--- config.mk ---
export PLATFORM = sky130hd
export DESIGN_NAME = mux_scan_sampler
export DESIGN_NICKNAME = d
export VERILOG_FILES = /design/src/rtl/mux_scan_pkg.sv /design/src/rtl/mux_scan_timer.sv /design/src/rtl/mux_scan_sampler.sv
export SDC_FILE = /design/constraint.sdc
export NUM_CORES = 1
export LEC_CHECK = 0
export ABC_AREA = 1
export CORE_ASPECT_RATIO = 1.4
export CORE_MARGIN = 4
export CORE_UTILIZATION = 46
export CTS_CLUSTER_DIAMETER = 80
export DETAILED_ROUTE_END_ITERATION = 10
export PLACE_DENSITY = 0.73
export SYNTH_ARGS = -nofsm -noshare
export SYNTH_HDL_FRONTEND = slang
export SYNTH_SLANG_ARGS = --single-unit
--- constraint.sdc ---
create_clock -name clk -period 1.2 [get_ports clk]
set_clock_uncertainty 0.15 [all_clocks]
set_input_delay 0.12 -clock clk [delete_from_list [all_inputs] [get_ports clk]]
set_output_delay 0.12 -clock clk [all_outputs]
set_load 0.03 [all_outputs]
--- src/rtl/mux_scan_pkg.sv ---
// Shared constants and state encoding for the mux scan sequencer.
package mux_scan_pkg;

  localparam int NUM_CH    = 4;
  localparam int SEL_W     = 2;
  localparam int DWELL_MAX = 15;
  localparam int CNT_W     = 4;

  typedef enum logic [1:0] {
    IDLE   = 2'd0,
    SETTLE = 2'd1,
    DONE   = 2'd2
  } state_e;

endpackage

--- src/rtl/mux_scan_timer.sv ---
// Dwell counter: counts while enabled, clears on request, flags cnt == DWELL-1.
module mux_scan_timer
  import mux_scan_pkg::*;
#(
  parameter int DWELL = 2
) (
  input  logic clk,
  input  logic rst_n,
  input  logic clr,
  input  logic en,
  output logic tc
);

  // Out-of-range settings are clamped to the legal 1..DWELL_MAX window.
  localparam int DWELL_C = (DWELL < 1) ? 1 : ((DWELL > DWELL_MAX) ? DWELL_MAX : DWELL);

  logic [CNT_W-1:0] cnt_q, cnt_d;

  always_comb begin
    // NOTE: default assignment first, so no path leaves cnt_d unassigned and no latch is inferred.
    cnt_d = cnt_q;
    if (clr)     cnt_d = '0;
    else if (en) cnt_d = cnt_q + CNT_W'(1);
  end

  always_ff @(posedge clk or negedge rst_n) begin
    if (!rst_n) cnt_q <= '0;
    else        cnt_q <= cnt_d;
  end

  assign tc = (cnt_q == CNT_W'(DWELL_C - 1));

endmodule

--- src/rtl/mux_scan_sampler.sv ---
// Scans a 4:1 mux channel by channel, assembles a 4-bit frame and hands it
// downstream over valid/ready, in single-shot or continuous mode.
module mux_scan_sampler
  import mux_scan_pkg::*;
#(
  parameter int DWELL = 2
) (
  input  logic              clk,
  input  logic              rst_n,
  input  logic              start,
  input  logic              cont,
  output logic [SEL_W-1:0]  sel,
  input  logic              mux_y,
  output logic [NUM_CH-1:0] frame,
  output logic              frame_valid,
  input  logic              frame_ready,
  output logic              busy
);

  state_e             state_q;
  logic [SEL_W-1:0]   sel_q;
  logic [NUM_CH-1:0]  asm_q;
  logic [NUM_CH-1:0]  frame_q;
  logic               fv_q;
  logic               busy_q;
  logic               tc;
  logic               in_settle;
  logic               slot_free;
  logic               load;

  assign in_settle = (state_q == SETTLE);
  assign slot_free = !fv_q || frame_ready;
  assign load      = (state_q == DONE) && slot_free;

  // The counter restarts on every capture and stays cleared outside SETTLE.
  mux_scan_timer #(.DWELL(DWELL)) u_timer (
    .clk   (clk),
    .rst_n (rst_n),
    .clr   (!in_settle || tc),
    .en    (in_settle),
    .tc    (tc)
  );

  always_ff @(posedge clk or negedge rst_n) begin
    if (!rst_n) begin
      state_q <= IDLE;
      sel_q   <= '0;
      asm_q   <= '0;
      frame_q <= '0;
      fv_q    <= 1'b0;
      busy_q  <= 1'b0;
    end else begin
      // NOTE: every register here uses <=, so all decisions see the pre-edge values.
      case (state_q)
        IDLE: begin
          if (start) begin
            state_q <= SETTLE;
            sel_q   <= '0;
            busy_q  <= 1'b1;
          end
        end
        SETTLE: begin
          if (tc) begin
            asm_q[sel_q] <= mux_y;
            if (sel_q == SEL_W'(NUM_CH - 1)) state_q <= DONE;
            else                             sel_q   <= sel_q + SEL_W'(1);
          end
        end
        DONE: begin
          // Park here until the output slot is free; the finished frame is never dropped.
          if (slot_free) begin
            frame_q <= asm_q;
            sel_q   <= '0;
            if (cont) begin
              state_q <= SETTLE;
            end else begin
              state_q <= IDLE;
              busy_q  <= 1'b0;
            end
          end
        end
        default: begin
          state_q <= IDLE;
          sel_q   <= '0;
          busy_q  <= 1'b0;
        end
      endcase

      if (load)             fv_q <= 1'b1;
      else if (frame_ready) fv_q <= 1'b0;
    end
  end

  assign sel         = sel_q;
  assign frame       = frame_q;
  assign frame_valid = fv_q;
  assign busy        = busy_q;

endmodule

==> metrics.md, run 1 <==
| Metric | Value |
|---|---|
| Non-Filler Instances | 159 |
| Share of layout cells above drive strength 1 | 0.496 |
| Worst path max stage delay | 400 ps |
| Tmin final | 1300 ps |
| CTS tree | done |
| Die area | between 2000 and 3000 um^2 |
| # setup viols final | 13 |
| Antenna-violating nets left | 0 |
| I/O Buffers | 13 |
| LEAKAGE | 0.000679 uW |
| Clock latency on the worst-skew pair | 300 ps |
| Via density | 4.98 |
| Vias in the first global route | 825 |
| Placed cells | 154 |
| Critical path class | flop to flop |
| Final hold viol count | 0 |
| Status | complete, but fails checks |
| Clock transition at path regs | 110 ps |
| Maximum vdd ir drop | around 1.4 mV |
| First drt pass iteration count | 4 |
| Cell taking the most area after synthesis | dfrtp_1 |
| Initial antenna violation count | 0 |
| Routed WL | a little under 2000 um |
| CTS Root Cell | clkbuf_4 |
| Number of core rows | 18 |
| Setup bufs post-CTS | 0 |
| Number of diodes | 0 |
| Syn-to-layout area delta | 51.7% |
| Starting DRT DRC Count | 9 |
| Commonest non-fill, non-tap cell in the layout | nand2_1 |
| Maximum capacitance violations | 0 |
| Register area share after synthesis | 0.502 |
| Avg Inst Size Synth | 8.23 um^2 |
| Gp weighted congestion | 0.859 |
| Largest net degree at the start of global routing | 19 |
| Die Span Y | about 60 um |
| Sequential Area | 457 um^2 |
| Number of synthesized register bits | 18 |
| Core box area | around 1800 um^2 |
| Final period util | 1.08 |
| Mapped cell area | 897 um^2 |
| Final instance area | 1360 um^2 |
| Place WS | -172 ps |
| Via count | 792 |
| Gr usage total | 0.175 |
| Cell area power density | 2150 nW/um^2 |
| Top cell type's share of synthesized area | 0.502 |
| Net Count, Synth | 121 |
| Worst Path Arrival | 1350 ps |
| Ys Warns | 0 |
| PnR worst setup slack | -99.1 ps |
| WP data required | roughly 1300 ps |
| Average wire per standard cell | 12.2 um |
| Die X | 45.3 um |
| Htree depth | 1 |
| Unrepaired setup endpoints after global routing | yes |
| Multi-input logic area | 557 um^2 |
| Slew @ Worst Pin | about 230 ps |
| Cells after Synth | 109 |
| Cell variety after synth | 15 |
| Area after DPL | 1170 um^2 |
| CP endpoint kind | flop |
| Layout Nets | 152 |
| First-pass GRT wire length | 3440 um |
| Initial core utilization | 0.498 |
| F_max | 770 MHz |
| Slew Viols, Final | 0 |
| Most frequent cells in the layout | nand2_1, nand2_2, buf_4, dfrtp_1, nand3_1 |
| IO Pins | 14 |
| Grt total ovfl | 0 |
| Layout fillers | about 130 |
| Max Root-Sink Buffers | 2 |
| DRC errors left | 0 |
| Failing checks | negative setup slack |
| TritonCTS buffer count | 3 |
| CP Cell Sequence | inv_2 > ha_4 > nand2_4 > nor2_4 > nand2_2 > nand2_1 > o21ai_1 |
| Slew HR | 0.846 |
| CP Max Fanout | 4 |
| Critical Path Source Type | flop |
| Synth area leaders | dfrtp_1, nand2_1, ha_1 |
| Final HPWL DP | 1430 um |
| Worst hold path class | primary input to flop |
| Critical path's slowest cell | dfrtp_1 |
| CTS sink cnt | 18 |
-- report_power, final --
part           leakage, uW  total (uW)  switching, uW  internal [uW]
sequential        0.000224        1010            196            814
clock            0.0000210         381            196            185
combinational     0.000434        1530            853            678
total             0.000679        2920           1240           1680
-- synthesized netlist by cell type --
cell / count
nand2_1: 40
nor2_1: 10
nor2_4: 1
ha_1: 6
xnor2_1: 1
nand4_1: 1
inv_2: 3
o21ai_1: 4
inv_1: 10
dfrtp_1: 18
xor2_1: 1
nor2_2: 2
nand3_1: 8
a21oi_1: 1
o21bai_1: 3
-- timing repair --
item                                    CTS  global route
resized for setup                        14            27
hold buffers                              1             0
pin swaps                                 4             5
endpoints found under the hold margin    18             0
endpoints found under the setup margin   19            20
-- critical path, delay by kind of cell (launching register included) --
kind / cells / cell delay, ps
buffers and inverters: 1 / 70
adder cells (fa/ha/maj): 1 / 130
AO/OA/AOI/OAI: 1 / 60
AND/OR/NAND/NOR: 4 / 390
flip-flops: 1 / 400
-- stage by stage --
step	utilization	TNS, ps	power, uW	hold WS [ps]
after floorplan	-	-252	1770	-326
after global placement	0.651	-911	2200	307
after detailed placement	0.651	-1470	2250	319
after CTS	0.701	-864	2720	271
after global routing	0.756	-1990	3160	284
final	0.756	-832	2920	265
-- worst paths after layout --
| kind | from | end | slack, ps | depth (start not counted) |
|---|---|---|---|---|
| setup / recovery | u_timer.cnt_q[1] | asm_q[3] | -100 | 7 |
| hold / removal | mux_y | asm_q[1] | 270 | 3 |
| setup reg to reg | u_timer.cnt_q[1] | asm_q[3] | -100 | 7 |
| min in group asynchronous | rst_n | frame_valid | 520 | 3 |
| hold reg to reg | busy | busy | 340 | 2 |
| max in group asynchronous | rst_n | state_q[0] | 170 | 3 |
-- cell families (layout without fill, tap and decap cells) --
family,after synthesis,in the layout,synth area share
and+or+nand+nor,62,62,0.287
adders and majority gates,6,6,0.0837
buffers and inverters,13,43,0.0544
AOI/OAI and AO/OA,8,8,0.0530
xor gates and xnor gates,2,2,0.0195
DFF,18,18,0.502
-- flip-flops by register name, summed over array words and instances, names as in the netlist --
signal,count
u_timer.cnt_q,4
frame_valid,1
busy,1
frame,4
state_q,2
asm_q,4
sel,2
-- final cells by class --
type	instances	area share
well taps	20	0.0184
inverters	13	0.0395
repair buffers	26	0.171
clock buffers	4	0.0267
flip-flops and latches	18	0.335
multi-input cells	78	0.409
-- metal layers --
layer / GRT usage / wire, um
met1: 0.184 / 752
met2: 0.322 / 1090
met3: 0.0271 / 57
met4: 0.0879 / 42
met5: 0 / 0
Power figures use the tool's default switching activity.
==> inputs of run 2 (changes only) <==
--- a/config.mk
+++ b/config.mk
@@ -6,12 +6,11 @@
 export NUM_CORES = 1
 export LEC_CHECK = 0
 export ABC_AREA = 1
-export CORE_ASPECT_RATIO = 1.4
 export CORE_MARGIN = 4
-export CORE_UTILIZATION = 46
+export CORE_UTILIZATION = 55
 export CTS_CLUSTER_DIAMETER = 80
 export DETAILED_ROUTE_END_ITERATION = 10
-export PLACE_DENSITY = 0.73
+export PLACE_DENSITY = 0.81
 export SYNTH_ARGS = -nofsm -noshare
 export SYNTH_HDL_FRONTEND = slang
 export SYNTH_SLANG_ARGS = --single-unit
==> constraint.sdc (replaced) <==
create_clock -name clk -period 1.6 [get_ports clk]
set_clock_uncertainty 0.15 [all_clocks]
set_input_delay 0.16 -clock clk [delete_from_list [all_inputs] [get_ports clk]]
set_output_delay 0.16 -clock clk [all_outputs]
set_load 0.03 [all_outputs]
==> run 2 against run 1 <==
Net effect: critical endpoint is now sel[0]; setup slack better by 240 ps; highest routed layer unchanged; global-route usage decreased by 1.5 points; core utilization fell by 4.1 points; sequential share of layout area increased by 7.8 points; cell area shrank 20%; count of clock-buffer cells in the layout did not move; non-clock buffer count fell by 11; the run now ends clean; flip-flop and latch count is the same.
==> metrics.md, run 2 (synthesis gave the netlist of run 1 again) <==
| Metric | Value |
|---|---|
| Status | finished, final reports clean |
| IO Pins | 14 |
| Unrepaired setup endpoints after global routing | no |
| Critical path's slowest cell | dfrtp_1 |
| Initial core utilization | 0.589 |
| Maximum capacitance violations | 0 |
| Final HPWL DP | 1300 um |
| Share of layout cells above drive strength 1 | 0.0938 |
| CP endpoint kind | output pin |
| Core box area | 1520 um^2 |
| Die X | about 48 um |
| Most frequent cells in the layout | nand2_1, dfrtp_1, inv_1, nor2_1 |
| Vias in the first global route | 712 |
| Via density | 5.21 |
| WP data required | approximately 1300 ps |
| LEAKAGE | 0.000614 uW |
| I/O Buffers | 13 |
| First drt pass iteration count | 4 |
| Via count | 750 |
| Grt total ovfl | 0 |
| Slew Viols, Final | 0 |
| Worst path top cell family by delay | flip-flops |
| Gp weighted congestion | 0.830 |
| Layout Nets | 141 |
| Clock latency on the worst-skew pair | 290 ps |
| CTS tree | done |
| F_max | 686 MHz |
| Buffers plus inverters on the worst setup path | 1 |
| Critical Path Source Type | flop |
| Maximum vdd ir drop | 1.07 mV |
| Worst hold path class | primary input to async pin |
| Slew @ Worst Pin | ~300 ps |
| Htree depth | 1 |
| Final Util | 0.714 |
| Starting DRT DRC Count | 20 |
| Final period util | 0.911 |
| Average wire per standard cell | 11.3 um |
| DRC errors left | 0 |
| Routed WL | about 1600 um |
| Number of diodes | 0 |
| Commonest non-fill, non-tap cell in the layout | nand2_1 |
| Largest net degree at the start of global routing | 19 |
| Die Span Y | 48.4 um |
| FF-to-FF Start | u_timer.cnt_q[1] |
| Number of core rows | 14 |
| Antenna-violating nets left | 0 |
| Critical path class | flop to output pin |
| Setup crit start | sel[0] |
| Cell area power density | 1580 nW/um^2 |
| Final hold viol count | 0 |
| TritonCTS buffer count | 3 |
| Die area | 2340 um^2 |
| Gr usage total | 0.160 |
| CP Cell Sequence | dlygate4sd2_1 |
| # setup viols final | 0 |
| Worst Path Arrival | 1150 ps |
| Initial antenna violation count | 0 |
| Worst path max stage delay | around 430 ps |
| CP Max Fanout | 5 |
| First-pass GRT wire length | slightly above 3000 um |
| CTS sink cnt | 18 |
| Syn-to-layout area delta | 21.3% |
| Fin Setup TNS | 0 ps |
| Tmin final | 1460 ps |
| Slew HR | 0.797 |
| CTS Root Cell | clkbuf_4 |
| Layout fillers | ~130 |
| Clock transition at path regs | approximately 100 ps |
| Max Root-Sink Buffers | 2 |
run 2: cell types whose count changed in the layout (fill, tap and decap cells not counted), sizes merged:
cell,delta
dlygate4sd2,+8
buf,-18
dlygate4sd3,-1
run 2: worst paths after layout:
check	endpoint	slack [ps]	cells past startpoint
max in group asynchronous	u_timer.cnt_q[1]	1090	2
worst max-delay path	sel[0]	140	1
worst min-delay path	asm_q[0]	30	2
worst max register to register	state_q[0]	180	7
min in group clk	busy	330	2
worst min register to register	busy	330	2
run 2: report_power, final:
part | internal [uW] | total (uW) | switching (uW)
clock | 139 | 279 | 140
combinational | 255 | 725 | 470
sequential | 603 | 720 | 117
total | 997 | 1720 | 727
run 2: layout make-up:
cell class,instances,area [um^2],area share
Sequential cell,18,450,0.414
Multi-Input combinational cell,78,398,0.366
Timing Repair Buffer,15,135,0.124
Inverter,13,48.8,0.0448
Clock buffer,4,36.3,0.0333
Tap cell,16,20.0,0.0184
run 2: layer usage:
metal | global-route usage | wire length [um] | share of wire
met5 | 0 | 0 | 0
met4 | 0.0691 | 37 | 0.023
met3 | 0.0337 | 52 | 0.032
met2 | 0.252 | 788 | 0.49
met1 | 0.210 | 745 | 0.46
run 2: metrics by stage:
| stage | worst slack, ps | power, uW | hold WS, ps | area, um^2 | cells |
|---|---|---|---|---|---|
| after floorplan | 180 | 1240 | -286 | 897 | 109 |
| after global placement | 194 | 1470 | 305 | 1060 | 140 |
| after detailed placement | 184 | 1500 | 310 | 1060 | 140 |
| after CTS | 125 | 1740 | 25.1 | 1090 | 144 |
| after global routing | 46.7 | 1880 | 23.7 | 1090 | 144 |
| final | 143 | 1720 | 25.2 | 1090 | 144 |
run 2: what timing repair did:
action	in CTS	in global routing
gates resized for setup	8	0
hold buffers	0	0
hold endpoints to repair	0	0
buffers inserted	0	0
endpoints found under the setup margin	8	0
==> inputs of run 3 (changes only) <==
--- a/config.mk
+++ b/config.mk
@@ -7,10 +7,11 @@
 export LEC_CHECK = 0
 export ABC_AREA = 1
 export CORE_MARGIN = 4
-export CORE_UTILIZATION = 55
+export CORE_UTILIZATION = 64
 export CTS_CLUSTER_DIAMETER = 80
 export DETAILED_ROUTE_END_ITERATION = 10
-export PLACE_DENSITY = 0.81
+export DONT_BUFFER_PORTS = 1
+export PLACE_DENSITY_LB_ADDON = 0.12
 export SYNTH_ARGS = -nofsm -noshare
 export SYNTH_HDL_FRONTEND = slang
 export SYNTH_SLANG_ARGS = --single-unit
==> run 3 against run 2 <==
Net effect: cell count shrank 4.9%; worst hold slack lost 11 ps; routed wire length shrank 0.74%; count of clock-buffer cells in the layout is the same; total power shrank 2.4%; non-clock buffer count shrank 6; cell area shrank 5.2%; clock power is essentially flat.
==> metrics.md, run 3 (synthesis gave the netlist of run 1 again) <==
| Metric | Value |
|---|---|
| TritonCTS buffer count | 3 |
| Layout fillers | between 90 and 100 |
| Core box area | 1320 um^2 |
| # resized after CTS | 0 |
| Slew Viols, Final | 0 |
| Via density | roughly 5.3 |
| Placed cells | 128 |
| Cell area power density | approximately 1600 nW/um^2 |
| Unrepaired setup endpoints after global routing | no |
| CP endpoint kind | flop |
| Sw Pwr | 720 uW |
| Clock share of power | 0.164 |
| F_max | 673 MHz |
| WP data required | between 1500 and 2000 ps |
| R2R depth | 7 |
| Starting DRT DRC Count | 24 |
| Critical Path Source Type | flop |
| Maximum capacitance violations | 0 |
| Final hold viol count | 0 |
| Seq pwr share | 0.481 |
| Critical path's slowest cell | dfrtp_1 |
| Die Span Y | about 45 um |
| Commonest non-fill, non-tap cell in the layout | nand2_1 |
| Gp weighted congestion | 0.891 |
| Initial core utilization | 0.681 |
| Met2 WL | a little under 800 um |
| Vias in the first global route | between 700 and 800 |
| Reg-to-reg setup timing slack | about 120 ps |
| Antenna-violating nets left | 0 |
| Combinational Power Share | 0.355 |
| Gr usage total | 0.198 |
| Worst hold path class | primary input to flop |
| Critical path class | flop to flop |
| First-pass GRT wire length | 2950 um |
| Share of layout cells above drive strength 1 | 0.115 |
| Tmin final | 1480 ps |
| Slew HR | 0.479 |
| Clock transition at path regs | 100 ps |
| Die area | approximately 2100 um^2 |
| Via count | 720 |
| Initial antenna violation count | 0 |
| Htree depth | 1 |
| Routed WL | 1610 um |
| Slew @ Worst Pin | about 780 ps |
| CP Max Fanout | 5 |
| I/O Buffers | 0 |
| # setup viols final | 0 |
| Maximum vdd ir drop | 0.969 mV |
| Max Used Layer | met4 |
| Largest net degree at the start of global routing | 19 |
| Max Root-Sink Buffers | 2 |
| FF-to-FF Start | u_timer.cnt_q[1] |
| CTS sink cnt | 18 |
| Status | finished, final reports clean |
| DRC errors left | 0 |
| First drt pass iteration count | 6 |
| IO Pins | 14 |
| Worst path max stage delay | 420 ps |
| Non-Filler Instances | 137 |
| Worst setup endpoint | state_q[0] |
| CTS tree | done |
| Critical R2R Capture | state_q[0] |
| LEAKAGE | 0.000567 uW |
| Layout Nets | 135 |
| Int Power | a little under 1000 uW |
| Number of core rows | 13 |
| Hold-fix buffers at CTS | 5 |
| Final period util | 0.928 |
| Grt total ovfl | 0 |
| DRT met1 WL | 721 um |
| CP Cell Sequence | inv_1 > ha_1 > nand2_1 > nand2_1 > nand2_1 > o21bai_1 > nand2_1 |
| Setup bufs post-CTS | 0 |
| Most used cell, CP | nand2_1 |
| Number of diodes | 0 |
| Fin Setup TNS | 0 ps |
| Sw Share | 0.428 |
| Metal3 WL | 85 um |
| Clock latency on the worst-skew pair | 290 ps |
| Setup crit start | u_timer.cnt_q[1] |
| Final HPWL DP | roughly 1200 um |
| Worst Path Arrival | 1530 ps |
| Die X | 45.4 um |
| Average wire per standard cell | 11.8 um |
| Hold WS | 13.9 ps |
| CTS Root Cell | clkbuf_4 |
| Syn-to-layout area delta | 15.1% |
| Most frequent cells in the layout | nand2_1, dfrtp_1, inv_1, nor2_1, nand3_1 |
run 3: worst max-delay path: cells and delay by family (launching register included):
| kind | cells | cell delay (ps) |
|---|---|---|
| AOI/OAI and AO/OA | 1 | 160 |
| buffers and inverters | 1 | 80 |
| and+or+nand+nor | 4 | 430 |
| DFF | 1 | 420 |
| adders and majority gates | 1 | 130 |
run 3: stage by stage:
step	power, uW	cell area [um^2]	setup WS [ps]	util
final	1680	1030	115	0.783
after global routing	1830	1030	13.0	0.783
after CTS	1690	1030	146	0.783
after detailed placement	1390	946	175	0.718
after global placement	1360	946	258	0.718
after floorplan	1240	897	180	-
run 3: routing by layer:
layer / global-route usage / up-vias
li1: - / 365
met1: 0.245 / 328
met2: 0.331 / 22
met3: 0.0356 / 5
met4: 0.0877 / 0
met5: 0 / -
run 3: area by class of cell:
cell class / instances / area (um^2) / share of cell area
well taps: 15 / 18.8 / 0.0182
repair buffers: 9 / 80.1 / 0.0776
multi-input cells: 78 / 398 / 0.385
inverters: 13 / 48.8 / 0.0473
clock buffers: 4 / 36.3 / 0.0352
flip-flops and latches: 18 / 450 / 0.436
run 3: worst min-delay path by stage:
stage                      from                to  depth (start not counted)
after global routing      start            sel[0]                          4
after global placement    rst_n       frame_valid                          0
after CTS                 start              busy                          5
after floorplan           rst_n          asm_q[0]                          0
final                     start              busy                          5
after detailed placement  rst_n  u_timer.cnt_q[2]                          0
run 3: power by group through the flow:
stage               logic, uW  registers [uW]  clock network (uW)
finish                    597             809                 276
global route              700             828                 306
CTS                       597             808                 284
detailed placement        573             815                   0
global placement          552             807                   0
floorplan                 407             832                   0
